### config.mk
export PLATFORM = sky130hd
export DESIGN_NAME = axi_wr_arbiter
export DESIGN_NICKNAME = d
export VERILOG_FILES = /design/src/rtl/axi_arb_pkg.sv /design/src/rtl/arb_idx_fifo.sv /design/src/rtl/axi_wr_arbiter.sv
export SDC_FILE = /design/constraint.sdc
export NUM_CORES = 1
export LEC_CHECK = 0
export CAP_MARGIN = 15
export CORE_ASPECT_RATIO = 0.6
export CORE_MARGIN = 2
export CORE_UTILIZATION = 40
export CTS_BUF_LIST = sky130_fd_sc_hd__clkbuf_4 sky130_fd_sc_hd__clkbuf_8 sky130_fd_sc_hd__clkbuf_16
export CTS_CLUSTER_SIZE = 28
export DETAILED_ROUTE_END_ITERATION = 10
export PLACE_DENSITY = 0.69
export SLEW_MARGIN = 20
export SYNTH_ARGS = -nofsm -noshare
export SYNTH_HDL_FRONTEND = slang
export SYNTH_SLANG_ARGS = --single-unit
### constraint.sdc
create_clock -name ACLK -period 5.82 [get_ports ACLK]
set_input_delay 1.164 -clock ACLK [delete_from_list [all_inputs] [get_ports ACLK]]
set_output_delay 1.164 -clock ACLK [all_outputs]
set_load 0.03 [all_outputs]
### src/rtl/axi_arb_pkg.sv
// Shared types for the AXI write-path arbiter: index/count widths and the AW FSM states.
// The default geometry here is what axi_wr_arbiter uses unless overridden.
package axi_arb_pkg;

  localparam int DEF_INPUT_NUM       = 2;
  localparam int DEF_MAX_OUTSTANDING = 4;

  localparam int IDX_W = (DEF_INPUT_NUM > 1) ? $clog2(DEF_INPUT_NUM) : 1;
  localparam int CNT_W = $clog2(DEF_MAX_OUTSTANDING + 1);

  typedef logic [IDX_W-1:0] idx_t;
  typedef logic [CNT_W-1:0] cnt_t;

  typedef enum logic {
    AW_IDLE,
    AW_PEND
  } aw_state_e;

endpackage

### src/rtl/arb_idx_fifo.sv
// Small synchronous FIFO of master indices; a push and a pop may share an edge, even when full.
// Used twice by the arbiter: AW->W ordering and W->B ordering.
module arb_idx_fifo
  import axi_arb_pkg::*;
#(
  parameter int WIDTH = 1,
  parameter int DEPTH = 4
) (
  input  logic             ACLK,
  input  logic             ARESET,
  input  logic             push,
  input  logic [WIDTH-1:0] push_data,
  input  logic             pop,
  output logic [WIDTH-1:0] head,
  output logic             full,
  output logic             empty
);

  localparam int PW = (DEPTH > 1) ? $clog2(DEPTH) : 1;
  localparam int CW = $clog2(DEPTH + 1);

  logic [WIDTH-1:0] mem [DEPTH];
  logic [PW-1:0]    wr_ptr;
  logic [PW-1:0]    rd_ptr;
  logic [CW-1:0]    count;
  logic             do_push;
  logic             do_pop;

  function automatic logic [PW-1:0] ptr_next(input logic [PW-1:0] p);
    return (p == PW'(DEPTH - 1)) ? '0 : p + 1'b1;
  endfunction

  assign empty   = (count == '0);
  assign full    = (count == CW'(DEPTH));
  assign do_pop  = pop && !empty;
  // A simultaneous pop frees the slot, so a push into a full FIFO is still accepted.
  assign do_push = push && (!full || do_pop);
  assign head    = mem[rd_ptr];

  always_ff @(posedge ACLK) begin
    if (do_push) begin
      mem[wr_ptr] <= push_data;
    end
  end

  always_ff @(posedge ACLK) begin
    if (ARESET) begin
      wr_ptr <= '0;
      rd_ptr <= '0;
      count  <= '0;
    end else begin
      if (do_push) begin
        wr_ptr <= ptr_next(wr_ptr);
      end
      if (do_pop) begin
        rd_ptr <= ptr_next(rd_ptr);
      end
      case ({do_push, do_pop})
        2'b10:   count <= count + 1'b1;
        2'b01:   count <= count - 1'b1;
        default: count <= count;
      endcase
    end
  end

endmodule

### src/rtl/axi_wr_arbiter.sv
// Write-path scheduler for an N:1 AXI mux: round-robin AW arbitration, in-order W routing,
// and B responses returned to their owners. Only one-hot selects leave this block.
module axi_wr_arbiter
  import axi_arb_pkg::*;
#(
  parameter int INPUT_NUM       = DEF_INPUT_NUM,
  parameter int MAX_OUTSTANDING = DEF_MAX_OUTSTANDING
) (
  input  logic                 ACLK,
  input  logic                 ARESET,
  input  logic [INPUT_NUM-1:0] s_awvalid,
  output logic [INPUT_NUM-1:0] s_awready,
  output logic [INPUT_NUM-1:0] aw_grant,
  output logic                 m_awvalid,
  input  logic                 m_awready,
  input  logic [INPUT_NUM-1:0] s_wvalid,
  input  logic [INPUT_NUM-1:0] s_wlast,
  output logic [INPUT_NUM-1:0] s_wready,
  output logic [INPUT_NUM-1:0] w_sel,
  output logic                 m_wvalid,
  input  logic                 m_wready,
  input  logic                 m_bvalid,
  output logic                 m_bready,
  output logic [INPUT_NUM-1:0] s_bvalid,
  input  logic [INPUT_NUM-1:0] s_bready,
  output logic                 err_stray_b
);

  localparam int IW = $clog2(INPUT_NUM);
  localparam int CW = $clog2(MAX_OUTSTANDING + 1);

  aw_state_e      state;
  logic [IW-1:0]  win_idx;
  logic [IW-1:0]  rr_ptr;
  logic [IW-1:0]  rr_next;
  logic [IW-1:0]  aw_pick;
  logic [CW-1:0]  cnt;
  logic           aw_blocked;
  logic           aw_hs;
  logic           w_last_hs;
  logic           b_hs;

  logic [IW-1:0]  w_head;
  logic           w_full;
  logic           w_empty;
  logic [IW-1:0]  b_head;
  logic           b_full;
  logic           b_empty;
  logic [INPUT_NUM-1:0] b_sel;

  // First requester at or after ptr, scanning upward with wrap to 0.
  function automatic logic [IW-1:0] rr_pick(input logic [INPUT_NUM-1:0] req,
                                             input logic [IW-1:0]        ptr);
    logic [IW-1:0] pick;
    logic          found;
    int            cand;
    pick  = '0;
    found = 1'b0;
    for (int i = 0; i < INPUT_NUM; i++) begin
      cand = int'(ptr) + i;
      if (cand >= INPUT_NUM) begin
        cand = cand - INPUT_NUM;
      end
      if (!found && req[IW'(cand)]) begin
        pick  = IW'(cand);
        found = 1'b1;
      end
    end
    return pick;
  endfunction

  function automatic logic [INPUT_NUM-1:0] onehot(input logic [IW-1:0] idx);
    logic [INPUT_NUM-1:0] v;
    v      = '0;
    v[idx] = 1'b1;
    return v;
  endfunction

  assign aw_pick    = rr_pick(s_awvalid, rr_ptr);
  assign rr_next    = (win_idx == IW'(INPUT_NUM - 1)) ? '0 : win_idx + 1'b1;
  assign aw_blocked = (cnt == CW'(MAX_OUTSTANDING)) || w_full;

  assign m_awvalid  = (state == AW_PEND);
  assign s_awready  = aw_grant & {INPUT_NUM{m_awready}};
  assign aw_hs      = m_awvalid && m_awready;

  always_ff @(posedge ACLK) begin
    if (ARESET) begin
      state    <= AW_IDLE;
      aw_grant <= '0;
      win_idx  <= '0;
      rr_ptr   <= '0;
    end else begin
      case (state)
        AW_IDLE: begin
          if (!aw_blocked && (|s_awvalid)) begin
            win_idx  <= aw_pick;
            aw_grant <= onehot(aw_pick);
            state    <= AW_PEND;
          end
        end
        // The winner stays granted until the slave accepts, even if it drops AWVALID.
        AW_PEND: begin
          if (m_awready) begin
            rr_ptr   <= rr_next;
            aw_grant <= '0;
            state    <= AW_IDLE;
          end
        end
        default: begin
          aw_grant <= '0;
          state    <= AW_IDLE;
        end
      endcase
    end
  end

  assign w_sel     = w_empty ? '0 : onehot(w_head);
  assign m_wvalid  = |(s_wvalid & w_sel);
  assign s_wready  = w_sel & {INPUT_NUM{m_wready}};
  assign w_last_hs = m_wvalid && m_wready && (|(s_wlast & w_sel)) && (!b_full || b_hs);

  arb_idx_fifo #(
    .WIDTH (IW),
    .DEPTH (MAX_OUTSTANDING)
  ) u_wfifo (
    .ACLK      (ACLK),
    .ARESET    (ARESET),
    .push      (aw_hs),
    .push_data (win_idx),
    .pop       (w_last_hs),
    .head      (w_head),
    .full      (w_full),
    .empty     (w_empty)
  );

  arb_idx_fifo #(
    .WIDTH (IW),
    .DEPTH (MAX_OUTSTANDING)
  ) u_bfifo (
    .ACLK      (ACLK),
    .ARESET    (ARESET),
    .push      (w_last_hs),
    .push_data (w_head),
    .pop       (b_hs),
    .head      (b_head),
    .full      (b_full),
    .empty     (b_empty)
  );

  assign b_sel    = b_empty ? '0 : onehot(b_head);
  assign s_bvalid = b_sel & {INPUT_NUM{m_bvalid}};
  assign m_bready = |(s_bready & b_sel);
  assign b_hs     = m_bvalid && m_bready;

  always_ff @(posedge ACLK) begin
    if (ARESET) begin
      cnt <= '0;
    end else begin
      case ({aw_hs, b_hs})
        2'b10:   cnt <= cnt + 1'b1;
        2'b01:   cnt <= cnt - 1'b1;
        default: cnt <= cnt;
      endcase
    end
  end

  // A response with nobody waiting for it means the slave and this block disagree.
  always_ff @(posedge ACLK) begin
    if (ARESET) begin
      err_stray_b <= 1'b0;
    end else if (m_bvalid && b_empty) begin
      err_stray_b <= 1'b1;
    end
  end

endmodule

==> results of run 1 <==
-- through the flow --
stage	cell area (µm²)	hold WS [ps]	power (mW)	util, %
after global routing	2210	522	0.550	52.2
after global placement	2120	464	0.356	50.1
after floorplan	1810	463	0.326	-
after detailed placement	2120	467	0.356	50.1
final	2210	485	0.526	52.2
after CTS	2210	490	0.531	52.2
-- routing by layer --
layer  up-vias  part of all wire [%]
met3         2                   4.3
li1        685                     -
met4         0                  0.46
met1       587                    57
met5         -                     0
met2        23                    38
-- worst min-delay path by stage --
stage / start / endpoint / slack, ps / cells after the start
2_1_floorplan: u_wfifo.rd_ptr[0] / flip-flop / 460 / 2
3_3_place_gp: err_stray_b / err_stray_b / 460 / 2
3_5_place_dp: err_stray_b / err_stray_b / 470 / 2
4_1_cts: err_stray_b / err_stray_b / 490 / 2
5_1_grt: u_wfifo.rd_ptr[0] / flip-flop / 520 / 2
6_report: err_stray_b / err_stray_b / 480 / 2
-- worst max-delay path, stage by stage --
cell             delay, ps
clkdlybuf4s50_1        510
inv_1                   80
nor2_1                 160
and2_1                 140
clkdlybuf4s50_1        660
-- final cells by class --
| cell class | instances | area share, % |
|---|---|---|
| Tap cell | 60 | 3.40 |
| Clock buffer | 5 | 3.11 |
| Multi-Input combinational cell | 129 | 42.6 |
| Timing Repair Buffer | 26 | 11.8 |
| Inverter | 17 | 2.89 |
| Clock inverter | 3 | 0.905 |
| Sequential cell | 35 | 35.3 |
-- power groups by stage --
stage	registers (mW)	logic [mW]	clock network, mW
after floorplan	0.273	0.0523	0
after global placement	0.270	0.0856	0
after detailed placement	0.270	0.0862	0
after CTS	0.265	0.0867	0.179
after global routing	0.266	0.0952	0.188
final	0.265	0.0858	0.175
-- kinds of logic (layout without fill, tap and decap cells) --
| kind of cell | after synthesis | in the layout |
|---|---|---|
| and+or+nand+nor | 71 | 71 |
| DFF | 35 | 35 |
| AOI/OAI and AO/OA | 26 | 26 |
| buffers and inverters | 23 | 51 |
| muxes | 15 | 15 |
| adders and majority gates | 14 | 14 |
| xor gates and xnor gates | 3 | 3 |
-- cells in the final DEF, fill, tap and decap left out, drive strengths merged --
master | Yosys | routed
nor2 | 32 | 32
dfxtp | 27 | 27
clkdlybuf4s50 | 0 | 26
inv | 17 | 17
a21oi | 12 | 12
ha | 11 | 11
nand2 | 9 | 9
mux2i | 8 | 8
and2 | 8 | 8
edfxtp | 8 | 8
nor3 | 5 | 5
nand2b | 5 | 5
clkbuf | 2 | 5
mux2 | 5 | 5
o21ai | 4 | 4
or3 | 4 | 4
nand3 | 3 | 3
fa | 3 | 3
mux4 | 2 | 2
a31oi | 2 | 2
nor3b | 2 | 2
nor2b | 2 | 2
xor2 | 2 | 2
clkinvlp | 0 | 2
and3 | 1 | 1
o31ai | 1 | 1
o221ai | 1 | 1
o31a | 1 | 1
a211oi | 1 | 1
xnor3 | 1 | 1
a21boi | 1 | 1
a311oi | 1 | 1
o21bai | 1 | 1
a311o | 1 | 1
clkinv | 0 | 1
==> flow_summary.toml, run 1 <==
[synth]
synth_seq_area_share_pct = 43.1
synth_edf_count = 8
synth-adder-area-share_pct = 10.9
synth_warnings = 0
netlist_area_um2 = 1810
synth_top_flop_cell = "dfxtp_1"
synth.area.top_cells = "dfxtp_1, edfxtp_1, ha_1"
synth_xor_xnor_area_share_pct = 2.21
yosys-mux-area-fraction_pct = 10.2
synth-compound-area-share_pct = 9.94
synth_commonest_cells = "nor2_1, dfxtp_1, inv_1"
syn_area_per_cell_um2 = 9.69
synthCells = 187
synth.distinct_cells = 37
synth_top_family_by_area = "simple AND/OR/NAND/NOR gates"
synth_top_area_share_pct = 29.8
synth_nets = 214
yosysTopAreaCell = "dfxtp_1"
synthSimpleGateAreaFrac_pct = 18.7
ys_ff_latch = 35
ys_async_sr_fraction_pct = 0
yosysMostFrequentCell = "nor2_1"

[critical_path]
reg2reg_depth = 9
rr_startpoint = "u_bfifo.mem[3]"
crit_path_end_kind = "output pin"
crit_path_max_fanout = 3
rrSetupSlack_ps = 2660
critPathRequiredTime_ps = 4660
startpoint = "m_bvalid"
crit_arrival_ps = 2710
crit_path_end = "s_bvalid[1]"
critPathKind = "input pin to output pin"
reg2reg_to = "u_bfifo.count[2]"
cp-start-kind = "input pin"

[power_and_ir_drop]
p_clk_share_pct = 33.3
ir_drop_mv = 0.140
cellLeakagePower_nw = 0.829
p_sw_uw = 146
pwr-share-seq_pct = 50.4
internal_power_uw = 380
p_comb_share_pct = 16.3
power_density_nw_per_um2 = 238
switching_share_pct = 27.8

[global_routing]
grt_pass1_vias = 1209
grt_max_degree = 29
grt.total_usage_pct = 14.8
grt_pass1_wl_mm = 5.94
grt_overflow = 0
met3_usage_pct = 5.15
grt_use_met1_pct = 23.3
top_usage_layer = "met1"
grt.met2_usage_pct = 18.7
antenna_found_initial = 0

[route]
drt-total-wl_mm = 3.48
viasPerCell = 4.72
ant_nets = 0
first_pass_iters = 4
drtIter0Drc = 85
wl_per_cell_um = 12.7
via_count = 1297
drc = 0

[floorplanning]
dieArea_um2 = 5100
rows = 18
core_um2 = 4230
ioPinCount = 27
start_util_pct = 42.8
die_x_um = 90.9
die_y_um = 56.1

[sta]
hold_viol_final = 0
rsz0062_at_grt = "no"
skew_ps = 8.52
tns_ps = 0
clock.fmax_mhz = 258
slew_viol_final = 0
layout_min_cycle_time_ps = 3880
max_slew_margin_pct = 31.3
worst_pin_slew_ps = 1030
worst_slack_ps = 1940
fin_crit_sh_pct = 66.6
setup_viol = 0

[finish]
multiInputGateArea_um2 = 942
n_antenna_cell = 0
nets = 241
fin_cells = 275
area_growth_pct = 22.0
fillers = 407
seq_area_um2 = 781
final_layout_size_suffix_gt1_share_pct = 7.44

[clocking]
cts_tree = "yes"
cts_hold_buf = 0
cts_resized = 0
h-tree-depth = 2
cts_setup_buffers = 0
numCtsBuffers = 5
cts_sinks = 35
clk_path_buf_depth = 2
cts_root_buffer = "clkbuf_8"
clk_pin_slew_ps = 80
clk_latency_ps = 290

[worst_hold_path]
hp-class = "flip-flop to flip-flop"

[place]
dpl.hpwl_mm = 2.53
pre_cts_ws_ps = 1910
gp_congestion = 0.797
dp.cells = 267
io_buffers = 26

[flow_run]
cap_viol_max_count = 0

[run_status]
run_status = "finished, final reports clean"
Note: power is estimated with default switching activity, not from simulation.
==> run 2: changes to the inputs <==
--- a/config.mk
+++ b/config.mk
@@ -12,7 +12,7 @@
 export CTS_BUF_LIST = sky130_fd_sc_hd__clkbuf_4 sky130_fd_sc_hd__clkbuf_8 sky130_fd_sc_hd__clkbuf_16
 export CTS_CLUSTER_SIZE = 28
 export DETAILED_ROUTE_END_ITERATION = 10
-export PLACE_DENSITY = 0.69
+export PLACE_DENSITY = 0.71
 export SLEW_MARGIN = 20
 export SYNTH_ARGS = -nofsm -noshare
 export SYNTH_HDL_FRONTEND = slang
==> constraint.sdc (replaced) <==
create_clock -name ACLK -period 3.4 [get_ports ACLK]
set_input_delay 0.68 -clock ACLK [delete_from_list [all_inputs] [get_ports ACLK]]
set_output_delay 0.68 -clock ACLK [all_outputs]
set_load 0.03 [all_outputs]
==> flow_summary.toml, run 2 (same netlist as run 1, synthesis figures left out) <==
[floorplanning]
rows = 18
ioPinCount = 27
die_y_um = 56.1
start_util_pct = 42.8
dieArea_um2 = 5100
die_x_um = 90.9
core_um2 = 4230

[power_and_ir_drop]
pwr-share-seq_pct = 50.3
p_sw_uw = 248
p_clk_share_pct = 32.8
cellLeakagePower_nw = 0.853
ir_drop_mv = 0.176
p_comb_share_pct = 17.0
switching_share_pct = 27.5
internal_power_uw = 654
power_density_nw_per_um2 = 401

[clocking]
cts_hold_buf = 0
cts_sinks = 35
clk_pin_slew_ps = 70
clk_path_buf_depth = 2
h-tree-depth = 2
cts_resized = 0
cts_tree = "yes"
cts_root_buffer = "clkbuf_8"
numCtsBuffers = 5
clk_latency_ps = 290
cts_setup_buffers = 0

[critical_path]
critPathKind = "flip-flop to output pin"
rrSetupSlack_ps = 350
reg2reg_to = "u_bfifo.count[2]"
cp-start-kind = "flip-flop"
worstPathCellList = "mux4_2 -> mux2i_1 -> nor2_1 -> clkdlybuf4s50_1"
critical_path_buf_inv_count = 1
crit_path_max_fanout = 5
crit_path_end_kind = "output pin"
crit_path_max_incr_delay_ps = 610
critPathRequiredTime_ps = 2720
crit_arrival_ps = 2370
reg2reg_depth = 10
crit_family = "multiplexers"
critPathSlowestCell = "clkdlybuf4s50_1"

[sta]
clock.fmax_mhz = 327
skew_ps = 8.00
worst_pin_slew_ps = 592
max_slew_margin_pct = 60.4
slew_viol_final = 0
fin_crit_sh_pct = 89.8
layout_min_cycle_time_ps = 3050
setup_viol = 0
rsz0062_at_grt = "no"
tns_ps = 0
hold_viol_final = 0

[route]
drc = 0
ant_nets = 0
first_pass_iters = 4
via_count = 1342
drt-total-wl_mm = 3.41
viasPerCell = 4.79
wl_per_cell_um = 12.2
drtIter0Drc = 70

[place]
io_buffers = 26
dpl.hpwl_mm = 2.59
gp_congestion = 0.756
postPlaceCellArea_um2 = 2160

[global_routing]
grt_overflow = 0
grt_pass1_wl_mm = 6.04
antenna_found_initial = 0
grt_pass1_vias = 1331
grt_max_degree = 19
grt.total_usage_pct = 14.9

[finish]
n_antenna_cell = 0
area_growth_pct = 24.1
final_design_area_no_fill_um2 = 2250
nets = 246
layout_common_cells = "nor2_1, dfxtp_1, clkdlybuf4s50_1"
fillers = 412
seq_area_um2 = 781
layout_commonest_cell = "nor2_1"
final_layout_size_suffix_gt1_share_pct = 9.55
multiInputGateArea_um2 = 942

[worst_hold_path]
holdPathEnd = "err_stray_b"
hold_path_depth = 2
hp-class = "flip-flop to flip-flop"
min_from = "err_stray_b"

[flow_run]
cap_viol_max_count = 0

[run_status]
run_status = "finished, final reports clean"
==> run 2: cell types whose count changed in the layout (fill, tap and decap cells not counted), sizes merged <==
cell  before  now
buf        0    5
==> run 2: final cells by class <==
type,count,share of cell area [%]
sequential,35,34.7
multi-input combinational,129,41.9
inverter,17,2.84
tap,60,3.34
clock buffer,5,3.06
timing repair buffer,31,13.2
clock inverter,3,0.890
==> run 2: how the worst max path moves through the flow <==
stage | from | to | slack [ps] | depth (start not counted)
final | flip-flop | m_bready | 350 | 4
after global routing | flip-flop | m_bready | 210 | 4
after CTS | flip-flop | m_bready | 310 | 4
after detailed placement | m_bvalid | u_wfifo.count[2] | 200 | 9
after global placement | m_bvalid | u_wfifo.count[2] | 250 | 9
after floorplan | flip-flop | u_wfifo.count[2] | 420 | 10
==> run 2: worst register-to-register path: stages, from the launching register on <==
cell and delay, ps:
dfxtp_1 340, mux4_2 590, mux2_4 360, o221ai_4 150, buf_4 250, ha_1 230, inv_1 70, fa_1 370
xor2_1 180, or3_1 320, a21oi_1 140
==> run 2: metal layers <==
layer	global-route usage (%)	vias to the layer above	wire, µm
li1	-	700	-
met2	21.3	26	1350
met1	21.1	608	1840
met3	5.01	8	160
met4	4.98	0	51
met5	0	-	0
==> run 2: stage by stage <==
step                hold slack, ps  total power [mW]  util, %  instances  worst slack, ps
detailed placement             467             0.615     51.0        272              202
floorplan                      463             0.557        -        187              418
global placement               469             0.614     51.0        272              245
global route                   528             0.948     53.1        280              210
finish                         477             0.901     53.1        280              346
CTS                            489             0.910     53.1        280              311
==> run 2: power by group through the flow <==
stage	clock (mW)	sequential, mW	combinational [mW]
6_report	0.295	0.453	0.153
5_1_grt	0.322	0.456	0.169
4_1_cts	0.304	0.453	0.153
3_5_place_dp	0	0.463	0.152
2_1_floorplan	0	0.468	0.0895
3_3_place_gp	0	0.462	0.151
